===== config.mk =====
export PLATFORM = sky130hd
export DESIGN_NAME = packet_rr_arbiter
export DESIGN_NICKNAME = d
export VERILOG_FILES = /design/src/rtl/packet_arbiter_pkg.sv /design/src/rtl/rr_priority_pick.sv /design/src/rtl/packet_rr_arbiter.sv
export SDC_FILE = /design/constraint.sdc
export NUM_CORES = 1
export LEC_CHECK = 0
export ABC_AREA = 1
export CAP_MARGIN = 10
export CORE_MARGIN = 2
export CORE_UTILIZATION = 38
export CTS_CLUSTER_DIAMETER = 80
export DETAILED_ROUTE_END_ITERATION = 8
export DONT_BUFFER_PORTS = 1
export PLACE_DENSITY = 0.53
export SLEW_MARGIN = 20
export SYNTH_ARGS = -nofsm -noshare
export SYNTH_HDL_FRONTEND = slang
export SYNTH_SLANG_ARGS = --single-unit

===== constraint.sdc =====
create_clock -name i_clk -period 4.1 [get_ports i_clk]
set_input_delay 0.41 -clock i_clk [delete_from_list [all_inputs] [get_ports i_clk]]
set_output_delay 0.41 -clock i_clk [all_outputs]
set_load 0.03 [all_outputs]

===== src/rtl/packet_arbiter_pkg.sv =====
`default_nettype none
// ============================================================================
// Module  : packet_arbiter_pkg
// Brief   : Shared FSM state type and grant-index width helper.
// Revision: 1.0
// ============================================================================
package packet_arbiter_pkg;

    typedef enum logic [0:0] {
        IDLE = 1'b0,
        BUSY = 1'b1
    } arb_state_e;

    // Grant index width: never narrower than one bit, even for tiny N.
    function automatic int id_width(input int n);
        int w;
        w = $clog2(n);
        return (w < 1) ? 1 : w;
    endfunction

endpackage
`default_nettype wire


===== src/rtl/rr_priority_pick.sv =====
`default_nettype none
// ============================================================================
// Module  : rr_priority_pick
// Brief   : Finds the first set request at or after a pointer, wrapping N-1 -> 0.
// Revision: 1.0
// ============================================================================
module rr_priority_pick
    import packet_arbiter_pkg::*;
#(
    parameter  int N   = 4,
    localparam int IdW = id_width(N)
) (
    input  logic [N-1:0]   req_i,
    input  logic [IdW-1:0] ptr_i,
    output logic [N-1:0]   grant_oh_o,
    output logic [IdW-1:0] grant_idx_o,
    output logic           any_o
);

    always_comb begin : p_search
        int             pos;
        logic [IdW-1:0] cand;
        logic           found;
        grant_oh_o  = '0;
        grant_idx_o = '0;
        found       = 1'b0;
        pos         = 0;
        cand        = '0;
        for (int k = 0; k < N; k++) begin
            pos  = (int'(ptr_i) + k) % N;
            cand = IdW'(pos);
            if (!found && req_i[cand]) begin
                found            = 1'b1;
                grant_oh_o[cand] = 1'b1;
                grant_idx_o      = cand;
            end
        end
        any_o = found;
    end

endmodule
`default_nettype wire


===== src/rtl/packet_rr_arbiter.sv =====
`default_nettype none
// ============================================================================
// Module  : packet_rr_arbiter
// Brief   : Packet-locked round-robin arbiter with a registered output beat.
// Revision: 1.0
// ============================================================================
module packet_rr_arbiter
    import packet_arbiter_pkg::*;
#(
    parameter  int N      = 4,
    parameter  int ParamA = 8,
    localparam int IdW    = id_width(N)
) (
    input  logic                       i_clk,
    input  logic                       i_rst_n,
    input  logic [N-1:0]               i_req,
    input  logic [N-1:0][ParamA-1:0]   i_data,
    input  logic [N-1:0]               i_last,
    output logic [N-1:0]               o_ack,
    output logic                       o_valid,
    output logic [ParamA-1:0]          o_data,
    output logic                       o_last,
    output logic [IdW-1:0]             o_grant_id,
    input  logic                       i_ready
);

    arb_state_e          state_q, state_d;
    logic [IdW-1:0]      ptr_q, ptr_d;
    logic [IdW-1:0]      grant_q, grant_d;
    logic [N-1:0]        owner_oh_q, owner_oh_d;
    logic                valid_q, valid_d;
    logic [ParamA-1:0]   data_q, data_d;
    logic                last_q, last_d;

    logic [N-1:0]        pick_oh;
    logic [IdW-1:0]      pick_idx;
    logic                pick_any;
    logic                ack_en;
    logic [IdW-1:0]      ptr_next;

    rr_priority_pick #(
        .N (N)
    ) u_pick (
        .req_i       (i_req),
        .ptr_i       (ptr_q),
        .grant_oh_o  (pick_oh),
        .grant_idx_o (pick_idx),
        .any_o       (pick_any)
    );

    // Output stage is free when empty or draining this cycle.
    assign ack_en   = (state_q == BUSY) && i_req[grant_q] && (!valid_q || i_ready);
    assign o_ack    = ack_en ? owner_oh_q : '0;
    assign ptr_next = (grant_q == IdW'(N - 1)) ? '0 : grant_q + IdW'(1);

    always_comb begin
        state_d    = state_q;
        ptr_d      = ptr_q;
        grant_d    = grant_q;
        owner_oh_d = owner_oh_q;
        valid_d    = valid_q;
        data_d     = data_q;
        last_d     = last_q;

        if (ack_en) begin
            valid_d = 1'b1;
            data_d  = i_data[grant_q];
            last_d  = i_last[grant_q];
        end else if (valid_q && i_ready) begin
            valid_d = 1'b0;
        end

        case (state_q)
            IDLE: begin
                if (pick_any) begin
                    state_d    = BUSY;
                    grant_d    = pick_idx;
                    owner_oh_d = pick_oh;
                end
            end
            BUSY: begin
                if (ack_en && i_last[grant_q]) begin
                    state_d = IDLE;
                    ptr_d   = ptr_next;
                end
            end
            default: state_d = IDLE;
        endcase
    end

    always_ff @(posedge i_clk or negedge i_rst_n) begin
        if (!i_rst_n) begin
            state_q    <= IDLE;
            ptr_q      <= '0;
            grant_q    <= '0;
            owner_oh_q <= '0;
            valid_q    <= 1'b0;
            data_q     <= '0;
            last_q     <= 1'b0;
        end else begin
            state_q    <= state_d;
            ptr_q      <= ptr_d;
            grant_q    <= grant_d;
            owner_oh_q <= owner_oh_d;
            valid_q    <= valid_d;
            data_q     <= data_d;
            last_q     <= last_d;
        end
    end

    assign o_valid    = valid_q;
    assign o_data     = data_q;
    assign o_last     = last_q;
    assign o_grant_id = grant_q;

endmodule
`default_nettype wire

==> run metrics, run 1 <==
share of the yosys chip area belonging to registers 0.330; GPL Wtd Cong 0.782; clk_skew 7.11 ps; largest net degree at the start of global routing 26; Post-CTS Resized 0; row count 22; GRT busiest layer met2; Slew Limit Fails 0; met3 usage 0.0257; synthesized net count 265; Routed WL 3710 microns; Hold Path Class in2reg; clock sinks 19; met1 Track Usage GR 0.262; Area contributors post-synth dfrtp_1, nand2_1, o21ai_0, nor2_1, ha_1; Worst Path Arrival 2690 ps; most common cell after layout, fill and taps aside nand2_1; status completed; actual slew at the worst max-slew pin 850 ps; Clock Tree Buf Depth 2; initial antenna violation count 0; CTS buffer count 3; Synth area leader dfrtp_1; Crit Path Category reg2out; Final min period 3100 ps; Critical Path RT 3690 ps; CTS tree done; RSZ-0062 raised after global routing false; fill cell count 381; WL/cell 14.1 microns; Die W 65.6 microns; Post-Syn Instances 216; Worst slew margin 0.432; number of antenna diodes 0; Distinct cells, synth 23; Setup TNS 0 ps; via count 1403; IO buf count 0; DP HPWL 2890 microns; DR pass1 iterations 5; Yosys top cell area share 0.330; GRT Total Usage 0.176; final hold vios 0; Area Growth Syn to Fin 6.34%; share of cells above drive strength 1 0.0930; Die ar. 0.00430 sq mm; Die Height 65.6 microns; antenna-violating nets left 0; GR Util met2 0.268; Placed Area 0.00148 sq mm; # IOs 59; Starting Density 0.393; register bit total from synthesis 19; final net count 265; Reg clk slew, reported paths 70 ps; vias in the first global route 1339; Synthesis Warnings 0; cell area after synthesis 0.00144 sq mm; most frequent cells in the layout nand2_1, nor2_1, o21ai_0, dfrtp_1, inv_1; Avg Cell Area, Syn 6.67 sq um; final setup fails 0; Max Fclk 0.323 GHz; GRT overflow 0; Crit Path Max Fanout 16; maximum VDD drop 0.438 mV; pwr dens 940 mW/mm^2; final worst-path cycle share 0.756; Final Instance Area 0.00153 sq mm; post-CTS setup buffer count 0; DRC viols 0; maximum capacitance violations 0; worst skew pair latency 250 ps; drt via density 5.33; DR iter-0 viols 80; Startpoint Class flip-flop; root buffer cell clkbuf_8; CTS H-tree depth 1; first-pass GRT wire length 6010 microns; Leak 0.767 nW; crit end category primary output; area of the core 0.00366 sq mm
per-stage QoR:
stage	hold slack, ps	total power, W	setup slack (ps)	utilization	instances
floorplan	114	0.00115	1940	-	216
global placement	115	0.00128	1360	0.403	258
detailed placement	115	0.00131	1270	0.403	258
CTS	375	0.00145	978	0.418	263
global route	414	0.00160	694	0.418	263
finish	389	0.00144	1000	0.418	263
worst max-delay path: stages (launching register included):
cell and delay [ps]:
dfrtp_1 750, inv_1 300, a21oi_1 170, o21ai_1 80
nand2_1 80, nand3_1 420, nor2_1 620
cell type report:
cell class / count / area, sq um / share of cell area
clock inverters: 1 / 5.00 / 0.00327
flip-flops and latches: 19 / 475 / 0.310
clock buffers: 3 / 41.3 / 0.0270
repair buffers: 2 / 17.5 / 0.0114
inverters: 19 / 73.8 / 0.0482
multi-input cells: 171 / 858 / 0.560
well taps: 48 / 60.1 / 0.0392
power breakdown:
group	switching, W	internal, W	leakage [nW]
clock	0.0000595	0.0000674	0.0255
sequential	0.000184	0.000274	0.236
combinational	0.000591	0.000263	0.505
total	0.000834	0.000605	0.767
sequential cells by signal (all words and copies together), names as in the netlist:
name and cells:
owner_oh_q 4, o_valid 1, o_data 8, o_grant_id 2, o_last 1, state_q 1
ptr_q 2
routing by layer:
| layer | routed length [microns] | up-vias |
|---|---|---|
| met5 | 0 | - |
| met4 | 19 | 0 |
| met3 | 291 | 2 |
| met2 | 1630 | 66 |
| met1 | 1770 | 631 |
| li1 | - | 704 |
synthesized netlist by cell type:
| master | count |
|---|---|
| inv_4 | 1 |
| nor2_4 | 1 |
| nand2_2 | 7 |
| o21ai_4 | 1 |
| dfrtp_1 | 19 |
| nor2_1 | 26 |
| nand4_1 | 5 |
| a21oi_2 | 1 |
| buf_2 | 2 |
| nand2_1 | 64 |
| inv_1 | 16 |
| clkbuf_1 | 4 |
| a21oi_1 | 7 |
| inv_2 | 2 |
| ha_1 | 6 |
| nand3_2 | 2 |
| o21ai_0 | 22 |
| o22ai_1 | 8 |
| nand3_1 | 15 |
| xor2_1 | 1 |
| buf_4 | 1 |
| o21ai_1 | 1 |
| a21boi_0 | 4 |
worst paths after layout:
check	slack, ps	from	depth (start not counted)	end
min in group asynchronous	710	i_rst_n	1	o_grant_id[0]
max in group asynchronous	2870	i_rst_n	1	ptr_q[0]
min reg2reg	490	owner_oh_q[1]	2	owner_oh_q[1]
min	390	i_ready	3	o_valid
max	1000	o_grant_id[1]	6	o_ack[1]
max reg2reg	1630	o_grant_id[1]	7	state_q
kinds of logic after synthesis:
| family | count (synthesis) | synth area share |
|---|---|---|
| AO/OA/AOI/OAI | 44 | 0.177 |
| XOR/XNOR | 1 | 0.00608 |
| adder cells (fa/ha/maj) | 6 | 0.0521 |
| buffers and inverters | 26 | 0.0739 |
| flip-flops | 19 | 0.330 |
| AND/OR/NAND/NOR | 120 | 0.361 |
repair_timing:
| item | in CTS | in global routing |
|---|---|---|
| hold buffers | 1 | 0 |
| setup endpoints to repair | 0 | 0 |
| hold endpoints to repair | 19 | 0 |
Power figures use the tool's default switching activity.
==> run 2: changes to the inputs <==
ABC_AREA = 0   (was 1)
clock period = 3.2 ns   (was 4.1 ns; I/O delays follow)
==> run 2 against run 1 <==
Synthesized cell count fell by 36%. Area after synthesis increased by 7.5%. Via count down 20%. Sequential share of layout area shrank 2.4 points. Power is 38% higher. Global-route usage fell by 2.1 points. Worst setup slack got worse by 480 ps. Flip-flop and latch count is the same. Critical path depth up 1. Final cell count decreased by 27%. Wire length fell by 7.9%.
==> run metrics, run 2 <==
status completed; clk_skew 0.857 ps; largest net degree at the start of global routing 21; initial antenna violation count 0; Crit. Startpoint ptr_q[1]; Post-Syn Instances 138; max incr delay on CP 610 ps; Slew Limit Fails 0; GPL Wtd Cong 0.804; clock sinks 19; most frequent cells in the layout dfrtp_1, mux4_2, nand2_1, mux2_2, nand2b_1; DR pass1 iterations 4; Reg clk slew, reported paths 70 ps; via count 1125; Area Growth Syn to Fin 7.11%; register bit total from synthesis 19; critical path's slowest cell mux4_2; antenna-violating nets left 0; WL/cell 17.8 microns; Finished Core Util 0.417; actual slew at the worst max-slew pin 860 ps; most common cell after layout, fill and taps aside dfrtp_1; final worst-path cycle share 0.837; worst skew pair latency 250 ps; Starting Density 0.390; DP HPWL 2670 microns; RSZ-0062 raised after global routing false; Synthesis Warnings 0; Final min period 2680 ps; Synth area leader dfrtp_1; post-CTS setup buffer count 0; fill cell count 393; number of antenna diodes 0; final hold vios 0; drt via density 5.86; final net count 192; Main synth FF type dfrtp_1; Setup TNS 0 ps; count leader, synth dfrtp_1; Die Height 67.8 microns; first-pass GRT wire length 5480 microns; Clock Tree Buf Depth 2; Placed Area 0.00160 sq mm; RR Startpoint ptr_q[1]; Yosys top cell area share 0.307; maximum VDD drop 0.620 mV; maximum capacitance violations 0; Area contributors post-synth dfrtp_1, mux4_2, mux2_2, ha_1, mux2i_1; synthesized net count 187; max reg flops 8; Crit Path Category reg2reg; DR iter-0 viols 41; Startpoint Class flip-flop; row count 23; final setup fails 0; Worst Path Arrival 2820 ps; area of the core 0.00397 sq mm; Leak 0.688 nW; Max Fclk 0.373 GHz; DRC viols 0; share of cells above drive strength 1 0.282; share of the yosys chip area belonging to registers 0.307; CTS H-tree depth 1; Routed WL 3410 microns; Final Instance Area 0.00166 sq mm; GRT Total Usage 0.156; CTS tree done; Worst slew margin 0.424; CP endpoint o_grant_id[1]; Async SR Flop Fraction 1.00; vias in the first global route 1162; Design Power 0.00199 W; cell area after synthesis 0.00155 sq mm; Die W 67.8 microns; number of synthesized flops with an enable pin 0; Die ar. 0.00460 sq mm; Distinct cells, synth 31; CTS buffer count 3; pwr dens 1200 mW/mm^2; R2R setup slack 520 ps; Synth top cells by count dfrtp_1, mux4_2, nand2_1; IO buf count 0; Hold Path Class in2reg; hold_sp i_ready; reg2reg end o_grant_id[1]; crit end category flip-flop; # IOs 59; crit-path cells inv_1 -> ha_1 -> mux4_2 -> o41ai_4 -> buf_4 -> nor2b_1 -> a21oi_2; GRT overflow 0; root buffer cell clkbuf_8; Fin Hold WS 271 ps; Reg2Reg Depth 7; Avg Cell Area, Syn 11.2 sq um; Crit Path Max Fanout 13; Critical Path RT 3340 ps
-- run 2: cell types whose count changed after synthesis, sizes merged, moves of 5 or more --
cell,delta
nand2,-59
nand4,-5
nand3,-16
inv,-12
nand2b,+9
mux2i,+6
mux4,+13
o21ai,-18
nor2,-19
mux2,+10
-- run 2: timing repair --
item / 4_1_cts / 5_1_grt
resized for setup: 0 / 0
hold endpoints to repair: 19 / 0
hold buffers: 1 / 0
-- run 2: critical path, delay by kind of cell, from the launching register on --
kind	cells	cell delay (ps)
AOI/OAI and AO/OA	2	370
adders and majority gates	1	480
buffers and inverters	2	400
DFF	1	530
muxes	1	610
and+or+nand+nor	1	180
-- run 2: routing by layer --
layer	share of wire	track usage
met5	0	0
met3	0.050	0.0313
met1	0.42	0.215
met2	0.51	0.249
met4	0.015	0.0450
-- run 2: logic make-up after synthesis --
group	Yosys count	share of synthesized area
AOI/OAI and AO/OA	34	0.171
xor gates and xnor gates	1	0.00566
adders and majority gates	6	0.0485
buffers and inverters	16	0.0606
DFF	19	0.307
muxes	29	0.301
and+or+nand+nor	33	0.107
-- run 2: metrics by stage --
| step | setup slack (ps) | instances |
|---|---|---|
| 6_report | 521 | 192 |
| 5_1_grt | 367 | 192 |
| 4_1_cts | 503 | 192 |
| 3_5_place_dp | 525 | 187 |
| 3_3_place_gp | 631 | 187 |
| 2_1_floorplan | 819 | 138 |
-- run 2: how the worst min path moves through the flow --
stage / cells past startpoint / endpoint / slack [ps]
2_1_floorplan: 0 / o_data[0] / 20
3_5_place_dp: 0 / owner_oh_q[2] / 30
6_report: 2 / o_valid / 270
4_1_cts: 2 / o_valid / 270
5_1_grt: 2 / o_valid / 280
3_3_place_gp: 0 / owner_oh_q[0] / 30
-- run 2: power by group --
group	internal, W	total [W]	switching (W)
Clock	0.0000883	0.000163	0.0000748
Combinational	0.000581	0.00125	0.000667
Sequential	0.000364	0.000579	0.000215
-- run 2: area by class of cell --
cell class / instances / area (sq um) / share of cell area
clock buffer: 4 / 45.0 / 0.0272
tap: 50 / 62.6 / 0.0377
timing repair buffer: 9 / 70.1 / 0.0423
inverter: 7 / 26.3 / 0.0158
sequential: 19 / 475 / 0.287
multi-input combinational: 103 / 978 / 0.590
